===== config.mk =====
export PLATFORM = sky130hd
export DESIGN_NAME = da_pixel_sequencer
export DESIGN_NICKNAME = d
export VERILOG_FILES = /design/src/rtl/da_pixel_sequencer.sv
export SDC_FILE = /design/constraint.sdc
export NUM_CORES = 1
export LEC_CHECK = 0
export CORE_UTILIZATION = 49
export CTS_CLUSTER_SIZE = 14
export DETAILED_ROUTE_END_ITERATION = 16
export DONT_BUFFER_PORTS = 1
export GPL_ROUTABILITY_DRIVEN = 1
export PLACE_DENSITY = 0.64
export SETUP_SLACK_MARGIN = 0.1
export SLEW_MARGIN = 20
export SYNTH_ARGS = -nofsm -noshare
export SYNTH_HDL_FRONTEND = slang
export SYNTH_SLANG_ARGS = --single-unit

===== constraint.sdc =====
create_clock -name clk -period 2.1 [get_ports clk]
set_input_delay 0.21 -clock clk [delete_from_list [all_inputs] [get_ports clk]]
set_output_delay 0.21 -clock clk [all_outputs]
set_load 0.02 [all_outputs]

===== src/rtl/da_pixel_sequencer.sv =====
// da_pixel_sequencer: walks an MxN window, sequencing operand fetch, MSB-first bit-planes, SA drain and result handshake.
// Define DA_SEQ_STALL_CNT_EN to add the saturating stall_cnt output.
module da_pixel_sequencer #(
  parameter int DATA_WIDTH_A = 16,
  parameter int M = 9,
  parameter int N = 9,
  parameter int SA_LAT = 1
) (
  input  logic clk,
  input  logic rst,
  input  logic start,
  input  logic abort,
  output logic gen_req,
  input  logic gen_ready,
  output logic gen_done,
  output logic [7:0] t,
  output logic sa_clr,
  output logic sa_sub,
  output logic out_valid,
  input  logic out_ready,
  output logic [(M > 1 ? $clog2(M) : 1)-1:0] out_row,
  output logic [(N > 1 ? $clog2(N) : 1)-1:0] out_col,
  output logic busy,
  output logic done
`ifdef DA_SEQ_STALL_CNT_EN
  ,
  output logic [15:0] stall_cnt
`endif
);
  localparam int RW = M > 1 ? $clog2(M) : 1;
  localparam int CW = N > 1 ? $clog2(N) : 1;
  localparam int SW = SA_LAT > 1 ? $clog2(SA_LAT) : 1;
  localparam logic [2:0] IDLE = 3'd0, REQ = 3'd1, WAIT_GEN = 3'd2, ACCUM = 3'd3,
                         DRAIN = 3'd4, OUT = 3'd5, FIN = 3'd6;
  localparam logic [7:0] T_TOP = 8'(DATA_WIDTH_A - 1);
  localparam logic [RW-1:0] ROW_LAST = RW'(M - 1);
  localparam logic [CW-1:0] COL_LAST = CW'(N - 1);
  localparam logic [SW-1:0] CNT_TOP = SW'(SA_LAT - 1);
  logic [2:0] state, nxt;
  logic [7:0] t_nxt;
  logic [SW-1:0] cnt, cnt_nxt;
  logic [RW-1:0] row_nxt;
  logic [CW-1:0] col_nxt;
  logic last_pix;
  assign last_pix = (out_row == ROW_LAST) && (out_col == COL_LAST);
  always_comb begin
    nxt = state;
    t_nxt = '0;
    cnt_nxt = cnt;
    row_nxt = out_row;
    col_nxt = out_col;
    case (state)
      IDLE: if (start) begin
        nxt = REQ;
        row_nxt = '0;
        col_nxt = '0;
      end
      REQ: nxt = WAIT_GEN;
      WAIT_GEN: if (gen_ready) begin
        nxt = ACCUM;
        t_nxt = T_TOP;
      end
      ACCUM: if (t == 8'd0) begin
        nxt = DRAIN;
        cnt_nxt = CNT_TOP;
      end else t_nxt = t - 8'd1;
      DRAIN: if (cnt == '0) nxt = OUT; else cnt_nxt = cnt - 1'b1;
      OUT: if (out_ready) begin
        nxt = last_pix ? FIN : REQ;
        col_nxt = last_pix ? out_col : (out_col == COL_LAST ? '0 : out_col + 1'b1);
        row_nxt = !last_pix && out_col == COL_LAST ? out_row + 1'b1 : out_row;
      end
      FIN: nxt = IDLE;
      default: nxt = IDLE;
    endcase
    // abort wins over everything, including a same-cycle handshake
    if (abort) begin
      nxt = IDLE;
      t_nxt = '0;
      row_nxt = out_row;
      col_nxt = out_col;
    end
  end
  always_ff @(posedge clk or negedge rst) begin
    if (!rst) begin
      state <= IDLE;
      cnt <= '0;
      t <= '0;
      out_row <= '0;
      out_col <= '0;
      gen_req <= 1'b0;
      gen_done <= 1'b0;
      sa_clr <= 1'b0;
      sa_sub <= 1'b0;
      out_valid <= 1'b0;
      busy <= 1'b0;
      done <= 1'b0;
    end else begin
      state <= nxt;
      cnt <= cnt_nxt;
      t <= t_nxt;
      out_row <= row_nxt;
      out_col <= col_nxt;
      gen_req <= nxt == REQ;
      gen_done <= nxt == ACCUM;
      sa_clr <= nxt == ACCUM && t_nxt == T_TOP;
      sa_sub <= nxt == ACCUM && t_nxt == T_TOP;
      out_valid <= nxt == OUT;
      busy <= nxt != IDLE;
      done <= nxt == FIN;
    end
  end
`ifdef DA_SEQ_STALL_CNT_EN
  always_ff @(posedge clk or negedge rst) begin
    if (!rst) stall_cnt <= '0;
    else if (state == IDLE && start && !abort) stall_cnt <= '0;
    else if (((state == WAIT_GEN && !gen_ready) || (state == OUT && !out_ready)) && stall_cnt != 16'hFFFF)
      stall_cnt <= stall_cnt + 16'd1;
  end
`endif
endmodule


==> results.md <==
- Result of the run: finished with violations
- Violations in the final reports: DRC
- Crit path arrival time: 2.26 ns
- CTS tree: yes
- Filler cell count in the final layout: 239
- Element type at the critical path end: register
- Placeable core area: 2829 µm²
- Stage delay of the slowest cell on the critical path: 0.49 ns
- Post-Synthesis Mean Instance Area: 9.079 µm²
- Number of detailed-routing iterations run before antenna repair: 10
- Global Route Usage Sum: 0.2283
- Leakage component of the power: 0.8308 nW
- Violation count after the first detailed-route iteration: 72
- Required time of the critical path: 2.36 ns
- Vias in the first global route: 1329
- Number of antenna cells inserted: 0
- Proportion of layout cells with a drive suffix above 1: 0.2660
- Peak supply drop: 0.5418 mV
- Die Width: 57.13 µm
- Final Critical Period: 2.002 ns
- Count of port buffers added during placement: 0
- Clock root cell: clkbuf_4
- Endpoints failing setup: 0
- Max-slew violations: 0
- Initial cell density of the core: 0.5263
- R2r endpoint: out_col[2]
- Ys async rst share: 1.000
- Net count, final: 201
- Synthesized net count: 176
- Routed WL: 3327 µm
- Highest attainable clock frequency: 0.4996 GHz
- Clock network latency to the later pin of the worst-skew pair: 0.32 ns
- Clock transition at the register clock pins on the worst setup and hold paths after CTS: 0.13 ns
- Initial antenna violation count: 0
- Routed length per instance: 15.19 µm
- Seq pwr share: 0.570
- Dominant delay contributor by cell family on the critical path: simple AND/OR/NAND/NOR gates
- Synthesized flop and latch total: 25
- Post-synthesis instance area: 1489 µm²
- Cell Rows: 19
- Buffers and inverters on the worst path: 1
- Cell-by-cell listing of the critical path: buf_6, nand2b_1, and4bb_1, or3_4, or4_4, a21oi_2
- Number of H-tree levels: 1
- Highest-delay cell along the critical path: or4_4
- Sequential-to-total area share from yosys stat: 0.4202
- CP endpoint: out_col[2]
- Maximum buffer depth of the clock tree: 2
- Setup repair after global routing missed its margin: true
- Reg2reg start: state[2]
- Drt drc: 8
- Half-perimeter wire length of the detailed placement result: 2535 µm
- Worst slew margin: 0.7370
- Net switching component of the power: 0.0002793 W
- Switching Fraction: 0.2949
- Layout area overhead: 20.67%
- Count of warnings emitted by yosys: 0
- Num CTS Buffers: 3
- Kind of critical path: register to register
- Pin count of the biggest net entering global routing: 26
- Number of unique standard cell types used by synthesis: 48
- Post-route fraction of the period consumed by the critical path: 0.9531
- First-pass GRT wire length: 5658 µm
- Largest driver fanout on the critical path: 7
- Post-Syn Instances: 164
- Top FF cell, synth: dfrtp_1
- Top Ports: 29
- Remaining number of nets flagged by the antenna check after routing: 0
- DR vias: 1304
- Number of enable-type register cells in the synthesized netlist: 0
- CTS sink cnt: 25
- Launching element type of the critical path: register
- Comb power frac: 0.207
- R2R depth: 6
- Total grt overflow: 0
- Total of max-cap violations: 0
- Die area: 3263 µm²
- Number of hold violations in the final report: 0
- Non-filler cells in the finished layout: 219
- Vias per Instance: 5.954
- Design Power: 0.0009473 W
- Setup TNS after final layout: 0 ns
- Number of instances in the placed design: 208
- Internal power component: 0.0006680 W
- Final design utilization: 0.6351
- Register-to-Register Setup Slack: 0.1 ns
- Clock group share of total power: 0.223
- Y dimension of the die: 57.13 µm
- Global placer's final weighted congestion: 0.8096
- Final Skew: 0.005924 ns
- Slew at the pin closest to its max-slew limit: 0.3914 ns
- Origin of the worst setup path: state[2]
- Hold Crit Class: input port to register
- Cell depth of the worst setup path: 6
- Areal power density over the cells: 527.2 nW/µm²
==> metal layers <==
| metal | part of all wire | up-vias | wire [µm] | track usage |
|---|---|---|---|---|
| met5 | 0 | - | 0 | 0 |
| li1 | - | 638 | - | - |
| met3 | 0.045 | 7 | 150 | 0.04308 |
| met4 | 0.020 | 0 | 68 | 0.1045 |
| met2 | 0.51 | 34 | 1707 | 0.4134 |
| met1 | 0.42 | 625 | 1402 | 0.2600 |
==> worst min-delay path by stage <==
stage | cells after the start | start | slack [ns] | to
after floorplan | 0 | rst | -0.09 | busy
after global placement | 0 | rst | -0.09 | out_row[1]
after detailed placement | 0 | rst | -0.09 | out_row[1]
after CTS | 2 | abort | 0.03 | state[2]
after global routing | 2 | abort | 0.05 | state[2]
final | 2 | abort | 0.05 | state[2]
==> kinds of logic after synthesis <==
kind of cell	after synthesis	share of synthesized area
flip-flops	25	0.4202
XOR/XNOR	3	0.01765
adder cells (fa/ha/maj)	6	0.05042
AND/OR/NAND/NOR	66	0.2521
multiplexers	3	0.02101
buffers and inverters	19	0.05797
AO/OA/AOI/OAI	42	0.1807
==> worst register-to-register path, stage by stage, from the launching register on <==
cell	delay (ns)
dfrtp_2	0.45
buf_6	0.13
nand2b_1	0.13
and4bb_1	0.25
or3_4	0.37
or4_4	0.49
a21oi_2	0.12
==> sequential cells by signal (all words and copies together), names as in the netlist <==
register	cells
t	8
out_col	4
out_row	4
state	3
busy	1
done	1
gen_done	1
gen_req	1
out_valid	1
sa_sub	1
==> area by class of cell <==
cell class | count | area (µm²) | area share
repair buffers | 28 | 231.5 | 0.1288
flip-flops and latches | 25 | 631.9 | 0.3517
multi-input cells | 120 | 827.0 | 0.4603
inverters | 11 | 41.29 | 0.02298
well taps | 31 | 38.79 | 0.02159
clock buffers | 4 | 26.28 | 0.01462
==> layout by cell type (no fill, tap or decap), drive strengths merged, types with 2 or more instances in the layout <==
cell type    netlist  final
ha                 6      6
a21oi             11     11
o21a               2      2
o31ai              3      3
nand3              6      6
clkbuf             2      4
or4                2      2
and2               2      2
buf                6     26
a31oi              2      2
inv               11     11
or3                3      3
dfrtp             25     25
nand2b             3      3
dlygate4sd3        0      2
nor4               3      3
nor3               7      7
xnor2              2      2
nand2             13     13
nor2b              3      3
nand3b             4      4
or2                2      2
a21o               4      4
o21ai             10     10
nor2              12     12
mux2i              2      2
==> power groups by stage <==
stage	Sequential (W)	Combinational (W)	Clock, W
6_report	0.000540	0.000196	0.000211
5_1_grt	0.000544	0.000220	0.000237
4_1_cts	0.000540	0.000192	0.000221
3_5_place_dp	0.000549	0.000172	0
3_3_place_gp	0.000548	0.000168	0
2_1_floorplan	0.000558	0.000119	0
==> Yosys cell counts, types with 3 or more instances <==
cell / instances / area (µm²)
ha_1: 6 / 75.07
nor2b_1: 3 / 18.77
nor3_1: 6 / 30.03
nor4_1: 3 / 18.77
o31ai_1: 3 / 22.52
nor2_1: 12 / 45.04
dfrtp_1: 25 / 625.6
a21oi_1: 11 / 55.05
buf_4: 3 / 22.52
inv_1: 11 / 41.29
or3_1: 3 / 18.77
o21ai_0: 10 / 50.05
a21o_1: 4 / 30.03
nand3_1: 6 / 30.03
nand2_1: 13 / 48.80
nand3b_1: 4 / 30.03
==> what timing repair did <==
action,CTS,global route
gates resized for setup,3,8
endpoints found under the setup margin,4,4
buffers inserted,0,4
pin swaps,2,1
hold buffers,3,0
endpoints found under the hold margin,27,0
==> per-stage QoR <==
step                cell area, µm²  hold slack [ns]  setup slack, ns
global placement              1667         -0.08511          0.08205
detailed placement            1667         -0.08509          0.03142
global route                  1797          0.05403          0.04244
CTS                           1747          0.03362          0.07801
finish                        1797          0.05214          0.09842
floorplan                     1521         -0.08559         -0.06308
(Power assumes the default switching activity.)
